`src/rtl/uart_rx_frame_check_if.sv`:
```
// Signal bundle between the RX sampler/FSM (master) and the frame checker (slave).
interface uart_rx_frame_check_if #(
  parameter int DATA_W = 8
);
  logic              frame_start;
  logic              sample_vld;
  logic              sampled_bit;
  logic [3:0]        data_len;
  logic              par_en;
  logic [1:0]        par_mode;
  logic              stop2;
  logic              err_clr;
  logic [DATA_W-1:0] P_DATA;
  logic              data_vld;
  logic              frame_done;
  logic              par_err;
  logic              stp_err;
  logic [1:0]        err_status;
  logic              busy;

  modport master (
    output frame_start, sample_vld, sampled_bit, data_len, par_en, par_mode, stop2, err_clr,
    input  P_DATA, data_vld, frame_done, par_err, stp_err, err_status, busy
  );

  modport slave (
    input  frame_start, sample_vld, sampled_bit, data_len, par_en, par_mode, stop2, err_clr,
    output P_DATA, data_vld, frame_done, par_err, stp_err, err_status, busy
  );
endinterface

```
`src/rtl/uart_rx_frame_check.sv`:
```
// UART RX frame checker: LSB-first word assembly, serial parity, 1/2 stop-bit check,
// per-frame result strobes and sticky error status.
module uart_rx_frame_check #(
  parameter int DATA_W = 8
) (
  input  logic                  CLK,
  input  logic                  RST,
  uart_rx_frame_check_if.slave  rx
);

  localparam logic [2:0] S_IDLE  = 3'd0;
  localparam logic [2:0] S_DATA  = 3'd1;
  localparam logic [2:0] S_PAR   = 3'd2;
  localparam logic [2:0] S_STOP1 = 3'd3;
  localparam logic [2:0] S_STOP2 = 3'd4;
  localparam logic [2:0] S_DONE  = 3'd5;

  function automatic logic [3:0] clamp_len(input logic [3:0] l);
    if (l < 4'd5)              return 4'd5;
    else if (l > 4'(DATA_W))   return 4'(DATA_W);
    else                       return l;
  endfunction

  function automatic logic par_expect(input logic [1:0] mode, input logic acc_v);
    case (mode)
      2'b00:   return acc_v;
      2'b01:   return ~acc_v;
      2'b10:   return 1'b1;
      default: return 1'b0;
    endcase
  endfunction

  logic [2:0]        state, nxt;
  logic [3:0]        idx;
  logic              fpar, fstp;
  logic              fin, stp_now;
  logic [DATA_W-1:0] shreg;
  logic              acc;
  logic [3:0]        len_q;
  logic              par_en_q, stop2_q;
  logic [1:0]        par_mode_q;

  logic [DATA_W-1:0] p_data_r;
  logic              data_vld_r, frame_done_r, par_err_r, stp_err_r, busy_r;
  logic [1:0]        err_status_r;

  // frame_start overrides every state, so an aborted frame never reaches DONE
  always_comb begin
    nxt = state;
    fin = 1'b0;
    if (rx.frame_start) begin
      nxt = S_DATA;
    end else begin
      case (state)
        S_DATA:  if (rx.sample_vld && idx == len_q - 4'd1) nxt = par_en_q ? S_PAR : S_STOP1;
        S_PAR:   if (rx.sample_vld) nxt = S_STOP1;
        S_STOP1: if (rx.sample_vld) begin
                   nxt = stop2_q ? S_STOP2 : S_DONE;
                   fin = ~stop2_q;
                 end
        S_STOP2: if (rx.sample_vld) begin
                   nxt = S_DONE;
                   fin = 1'b1;
                 end
        S_DONE:  nxt = S_IDLE;
        default: nxt = S_IDLE;
      endcase
    end
  end

  assign stp_now = fstp | ~rx.sampled_bit;

  // Datapath registers: cleared/loaded by frame_start, no reset needed
  always_ff @(posedge CLK) begin
    if (rx.frame_start) begin
      shreg      <= '0;
      acc        <= 1'b0;
      len_q      <= clamp_len(rx.data_len);
      par_en_q   <= rx.par_en;
      par_mode_q <= rx.par_mode;
      stop2_q    <= rx.stop2;
    end else if (rx.sample_vld && state == S_DATA) begin
      shreg <= shreg | (DATA_W'(rx.sampled_bit) << idx);
      acc   <= acc ^ rx.sampled_bit;
    end
  end

  always_ff @(posedge CLK or negedge RST) begin
    if (!RST) begin
      state        <= S_IDLE;
      idx          <= 4'd0;
      fpar         <= 1'b0;
      fstp         <= 1'b0;
      p_data_r     <= '0;
      data_vld_r   <= 1'b0;
      frame_done_r <= 1'b0;
      par_err_r    <= 1'b0;
      stp_err_r    <= 1'b0;
      err_status_r <= 2'b00;
      busy_r       <= 1'b0;
    end else begin
      state        <= nxt;
      busy_r       <= (nxt != S_IDLE);
      data_vld_r   <= 1'b0;
      frame_done_r <= 1'b0;
      par_err_r    <= 1'b0;
      stp_err_r    <= 1'b0;
      if (rx.frame_start) begin
        idx  <= 4'd0;
        fpar <= 1'b0;
        fstp <= 1'b0;
      end else if (rx.sample_vld) begin
        case (state)
          S_DATA:          idx <= idx + 4'd1;
          S_PAR:           if (rx.sampled_bit != par_expect(par_mode_q, acc)) fpar <= 1'b1;
          S_STOP1, S_STOP2: if (!rx.sampled_bit) fstp <= 1'b1;
          default: ;
        endcase
      end
      if (fin) begin
        p_data_r     <= shreg;
        frame_done_r <= 1'b1;
        par_err_r    <= fpar;
        stp_err_r    <= stp_now;
        data_vld_r   <= ~fpar & ~stp_now;
      end
      // a simultaneous set beats err_clr only for the bits being set
      err_status_r <= (err_status_r & ~{2{rx.err_clr}}) | (fin ? {stp_now, fpar} : 2'b00);
    end
  end

  assign rx.P_DATA     = p_data_r;
  assign rx.data_vld   = data_vld_r;
  assign rx.frame_done = frame_done_r;
  assign rx.par_err    = par_err_r;
  assign rx.stp_err    = stp_err_r;
  assign rx.err_status = err_status_r;
  assign rx.busy       = busy_r;

endmodule
```
`src/flat_wrapper.sv`:
```
// flat-port wrapper written by rule: the top's interface ports become plain ports
module uart_rx_frame_check_flat 
#(
  parameter int DATA_W = 8
)
  (CLK, RST, rx_frame_start, rx_sample_vld, rx_sampled_bit, rx_data_len, rx_par_en, rx_par_mode, rx_stop2, rx_err_clr, rx_P_DATA, rx_data_vld, rx_frame_done, rx_par_err, rx_stp_err, rx_err_status, rx_busy);
  uart_rx_frame_check_if #(.DATA_W(DATA_W)) rx_i ();
  input  logic CLK;
  input  logic RST;
  input wire logic [$bits(rx_i.frame_start)-1:0] rx_frame_start;
  input wire logic [$bits(rx_i.sample_vld)-1:0] rx_sample_vld;
  input wire logic [$bits(rx_i.sampled_bit)-1:0] rx_sampled_bit;
  input wire logic [$bits(rx_i.data_len)-1:0] rx_data_len;
  input wire logic [$bits(rx_i.par_en)-1:0] rx_par_en;
  input wire logic [$bits(rx_i.par_mode)-1:0] rx_par_mode;
  input wire logic [$bits(rx_i.stop2)-1:0] rx_stop2;
  input wire logic [$bits(rx_i.err_clr)-1:0] rx_err_clr;
  output wire logic [$bits(rx_i.P_DATA)-1:0] rx_P_DATA;
  output wire logic [$bits(rx_i.data_vld)-1:0] rx_data_vld;
  output wire logic [$bits(rx_i.frame_done)-1:0] rx_frame_done;
  output wire logic [$bits(rx_i.par_err)-1:0] rx_par_err;
  output wire logic [$bits(rx_i.stp_err)-1:0] rx_stp_err;
  output wire logic [$bits(rx_i.err_status)-1:0] rx_err_status;
  output wire logic [$bits(rx_i.busy)-1:0] rx_busy;
  assign rx_i.frame_start = rx_frame_start;
  assign rx_i.sample_vld = rx_sample_vld;
  assign rx_i.sampled_bit = rx_sampled_bit;
  assign rx_i.data_len = rx_data_len;
  assign rx_i.par_en = rx_par_en;
  assign rx_i.par_mode = rx_par_mode;
  assign rx_i.stop2 = rx_stop2;
  assign rx_i.err_clr = rx_err_clr;
  assign rx_P_DATA = rx_i.P_DATA;
  assign rx_data_vld = rx_i.data_vld;
  assign rx_frame_done = rx_i.frame_done;
  assign rx_par_err = rx_i.par_err;
  assign rx_stp_err = rx_i.stp_err;
  assign rx_err_status = rx_i.err_status;
  assign rx_busy = rx_i.busy;
  uart_rx_frame_check #(.DATA_W(DATA_W)) u_core (.CLK(CLK), .RST(RST), .rx(rx_i));
endmodule
```
`config.mk`:
```
export PLATFORM = sky130hd
export DESIGN_NAME = uart_rx_frame_check_flat
export DESIGN_NICKNAME = d
export VERILOG_FILES = /design/src/rtl/uart_rx_frame_check_if.sv /design/src/rtl/uart_rx_frame_check.sv /design/src/flat_wrapper.sv
export SDC_FILE = /design/constraint.sdc
export NUM_CORES = 1
export LEC_CHECK = 0
export ABC_AREA = 1
export ABC_CLOCK_PERIOD_IN_PS = 1710
export CORE_UTILIZATION = 53
export CTS_BUF_LIST = sky130_fd_sc_hd__clkbuf_16
export DETAILED_ROUTE_END_ITERATION = 10
export GPL_ROUTABILITY_DRIVEN = 0
export PLACE_DENSITY = 0.79
export SLEW_MARGIN = 5
export SYNTH_ARGS = -nofsm -noshare
export SYNTH_HDL_FRONTEND = slang
export SYNTH_SLANG_ARGS = --single-unit
export TNS_END_PERCENT = 100
```
`constraint.sdc`:
```
create_clock -name CLK -period 1.71 [get_ports CLK]
set_input_delay 0.2565 -clock CLK [delete_from_list [all_inputs] [get_ports CLK]]
set_output_delay 0.2565 -clock CLK [all_outputs]
set_load 0.01 [all_outputs]
```
==> results of run 1 <==
-- critical path, delay by kind of cell (launching register included) --
family | cells | cell delay [ps]
adder cells (fa/ha/maj) | 1 | 230
AO/OA/AOI/OAI | 1 | 150
flip-flops | 1 | 410
AND/OR/NAND/NOR | 6 | 510
buffers and inverters | 2 | 120
-- cell usage after synthesis --
library cell,count
nand2_1,37
inv_1,33
nor2_1,26
dfrtp_1,24
nand3_1,16
a21oi_1,12
dfxtp_1,9
edfxtp_1,8
o21ai_2,8
nand2_2,6
o21ai_0,4
buf_6,3
inv_2,3
a31oi_1,2
buf_2,2
ha_1,2
nor3_1,2
nor3_2,2
o21a_1,2
o22ai_1,2
xnor2_1,2
clkbuf_1,1
nand2_4,1
nand4_1,1
nor4_4,1
or2_2,1
xor2_1,1
-- report_power, final --
group / switching (uW) / internal (uW)
clock: 342 / 529
sequential: 27.7 / 1030
combinational: 122 / 92.7
total: 492 / 1650
-- per-stage QoR --
step	hold slack, ps	area (um^2)	setup slack, ps	instances	utilization, %
final	338	2340	163	291	69.6
after global routing	372	2340	-6.38	291	69.6
after CTS	345	2330	105	290	69.2
after detailed placement	460	2190	74.8	282	65.0
after global placement	447	2190	92.4	282	65.0
after floorplan	-39.1	1870	260	211	-
-- sequential cells by signal (all words and copies together) (netlist names), 2 cells and up --
name	cells
u_core.par_mode_q	2
u_core.rx.P_DATA	8
u_core.shreg	8
u_core.idx	4
u_core.state	3
u_core.rx.err_status	2
u_core.len_q	4
-- layout by cell type, fill, tap and decap left out, drive strengths merged, types with 4 or more instances in the layout --
| master | count |
|---|---|
| dfrtp | 24 |
| clkbuf | 5 |
| edfxtp | 8 |
| o21ai | 12 |
| nor2 | 26 |
| nand2 | 44 |
| nor3 | 4 |
| inv | 37 |
| dfxtp | 9 |
| buf | 4 |
| nand3 | 16 |
| clkdlybuf4s50 | 28 |
| a21oi | 12 |
-- repair_timing --
action / CTS / global route
gates resized for setup: 0 / 3
hold endpoints to repair: 0 / 0
buffers inserted: 0 / 1
endpoints found under the setup margin: 0 / 2
-- final cells by class --
cell class                 count  share of cell area (%)
multi-input combinational    128                    28.9
inverter                      36                    5.78
sequential                    41                    43.6
clock inverter                 3                   0.588
tap                           46                    2.46
timing repair buffer          32                    13.3
clock buffer                   5                    5.35
-- metal layers --
| layer | GRT usage, % | vias to the layer above | wire (um) |
|---|---|---|---|
| met5 | 0 | - | 0 |
| met4 | 5.71 | 0 | 42 |
| met3 | 6.93 | 6 | 150 |
| met2 | 33.4 | 40 | 1710 |
| met1 | 25.3 | 639 | 1420 |
| li1 | - | 730 | - |
-- kinds of logic after synthesis --
group	synth area share, %
AND/OR/NAND/NOR	22.9
buffers and inverters	9.75
flip-flops	54.5
AO/OA/AOI/OAI	10.1
XOR/XNOR	1.40
adder cells (fa/ha/maj)	1.33
-- path summary, 6_finish.rpt --
path | slack [ps] | from | to | cells after the start
worst min-delay path | 340 | RST | u_core.rx.P_DATA[6] | 2
max in group asynchronous | 1130 | RST | u_core.idx[3] | 2
worst max register to register | 160 | u_core.len_q[0] | u_core.rx.busy | 10
min in group CLK | 470 | u_core.shreg[3] | u_core.rx.P_DATA[3] | 2
worst max-delay path | 160 | u_core.len_q[0] | u_core.rx.busy | 10
worst min register to register | 470 | u_core.shreg[3] | u_core.rx.P_DATA[3] | 2
==> run_results.csv, run 1 <==
group,metric,value,unit
clock_network,clkSinkCount,41,
clock_network,hold_buffers,0,
detailed_routing,wire_per_inst,11.4,um
layout,multiInputGateArea,677,um^2
sta,setup_violations,0,
synth,netlist_instances,211,
sta,slew_headroom,79.4,%
layout,area_delta_synth_final,24.8,%
sta,hold_viol,0,
flow_run,maxCapViolCount,0,
power,p_leak,0.00106,uW
layout,diodes,0,
sta,tightest_slew,309,ps
sta,period_needed,1550,ps
detailed_routing,first_pass_iters,4,
placed_design,portBuffers,28,
synth,ys_warn_count,0,
setup_path,required,1860,ps
sta,finalSetupTns,0,ps
clock_network,cts_buffers,5,
detailed_routing,ant_nets,0,
clock_network,clk_path_buf_depth,2,
synth,synth_top_cell_by_area,"dfrtp_1",
floorplan,die_h,61.5,um
synth,yosysUniqueCellTypes,27,
setup_path,cpPeakStageDelay,410,ps
detailed_routing,via_per_inst,4.86,
synth,syn_avg_cell_area,8.88,um^2
detailed_routing,totalWireLength,3320,um
synth,syn_area,0.00187,mm^2
setup_path,slowest_stage,"edfxtp_1",
setup_path,crit_arrival,1700,ps
layout,num-nets-final,260,
power,p_total,2150,uW
setup_path,path_max_fanout,3,
clock_network,cts_tree,"done",
setup_path,crit_chain,"inv_2 -> ha_1 -> nand2_1 -> inv_1 -> nor2_1 -> nand2_1 -> nor2_2 -> nand3_1 -> a21oi_2 -> nand3_1",
clock_network,htree_num_levels,2,
status,status,"finished, final reports clean",
power,max-vdd-ir-drop,0.605,mV
layout,num-fill-cells,283,
grt,antenna_found_initial,0,
setup_path,start_kind,"register",
layout,ff_latch_area,0.00102,mm^2
clock_network,cts_root_buf,"clkbuf_16",
floorplan,std_cell_rows,21,
synth,synth_area_leaders,"dfrtp_1, edfxtp_1, dfxtp_1, nand2_1, inv_1",
grt,grt_pass1_wl,5360,um
layout,drive_above_1_share,14.7,%
grt,grt_overflow,0,
floorplan,core,0.00336,mm^2
setup_path,critical_path_class,"register to register",
grt,grt_max_degree,25,
synth,ys_seq_area_share,54.5,%
hold_path,hold_class,"input port to async pin",
floorplan,io_pins,29,
floorplan,die_w,61.5,um
sta,slew_violations,0,
power,powerDensity,917,mW/mm^2
grt,grt_pass1_vias,1255,
sta,fmax,647,MHz
synth,synth.net_count,227,
setup_path,endpoint_kind,"register",
sta,finalCritPeriodShare,90.5,%
synth,synth_top_area_share,32.0,%
placed_design,hpwl,2360,um
grt,grt.total_usage,20.2,%
clock_network,clk_latency,280,ps
clock_network,clkTransAtPathRegs,60,ps
floorplan,start_util,55.7,%
synth,ys_ff_latch,41,
floorplan,dieArea,0.00378,mm^2
detailed_routing,drcViolationCount,0,
detailed_routing,vias,1415,
sta,clock_skew,1.55,ps
detailed_routing,initialDrtViolationCount,41,
Power figures use the tool's default switching activity.
==> inputs of run 2 (changes only) <==
--- a/config.mk
+++ b/config.mk
@@ -9,6 +9,7 @@
 export ABC_CLOCK_PERIOD_IN_PS = 1710
 export CORE_UTILIZATION = 53
 export CTS_BUF_LIST = sky130_fd_sc_hd__clkbuf_16
+export CTS_CLUSTER_DIAMETER = 150
 export DETAILED_ROUTE_END_ITERATION = 10
 export GPL_ROUTABILITY_DRIVEN = 0
 export PLACE_DENSITY = 0.79
==> results of run 2 <==
Same layout as run 1: the final DEF is identical, and so are final timing and power.
==> inputs of run 3 (changes only) <==
--- a/config.mk
+++ b/config.mk
@@ -10,6 +10,7 @@
 export CORE_UTILIZATION = 53
 export CTS_BUF_LIST = sky130_fd_sc_hd__clkbuf_16
 export CTS_CLUSTER_DIAMETER = 150
+export CTS_CLUSTER_SIZE = 12
 export DETAILED_ROUTE_END_ITERATION = 10
 export GPL_ROUTABILITY_DRIVEN = 0
 export PLACE_DENSITY = 0.79
==> results of run 3 <==
Same layout as run 1: the final DEF is identical, and so are final timing and power.
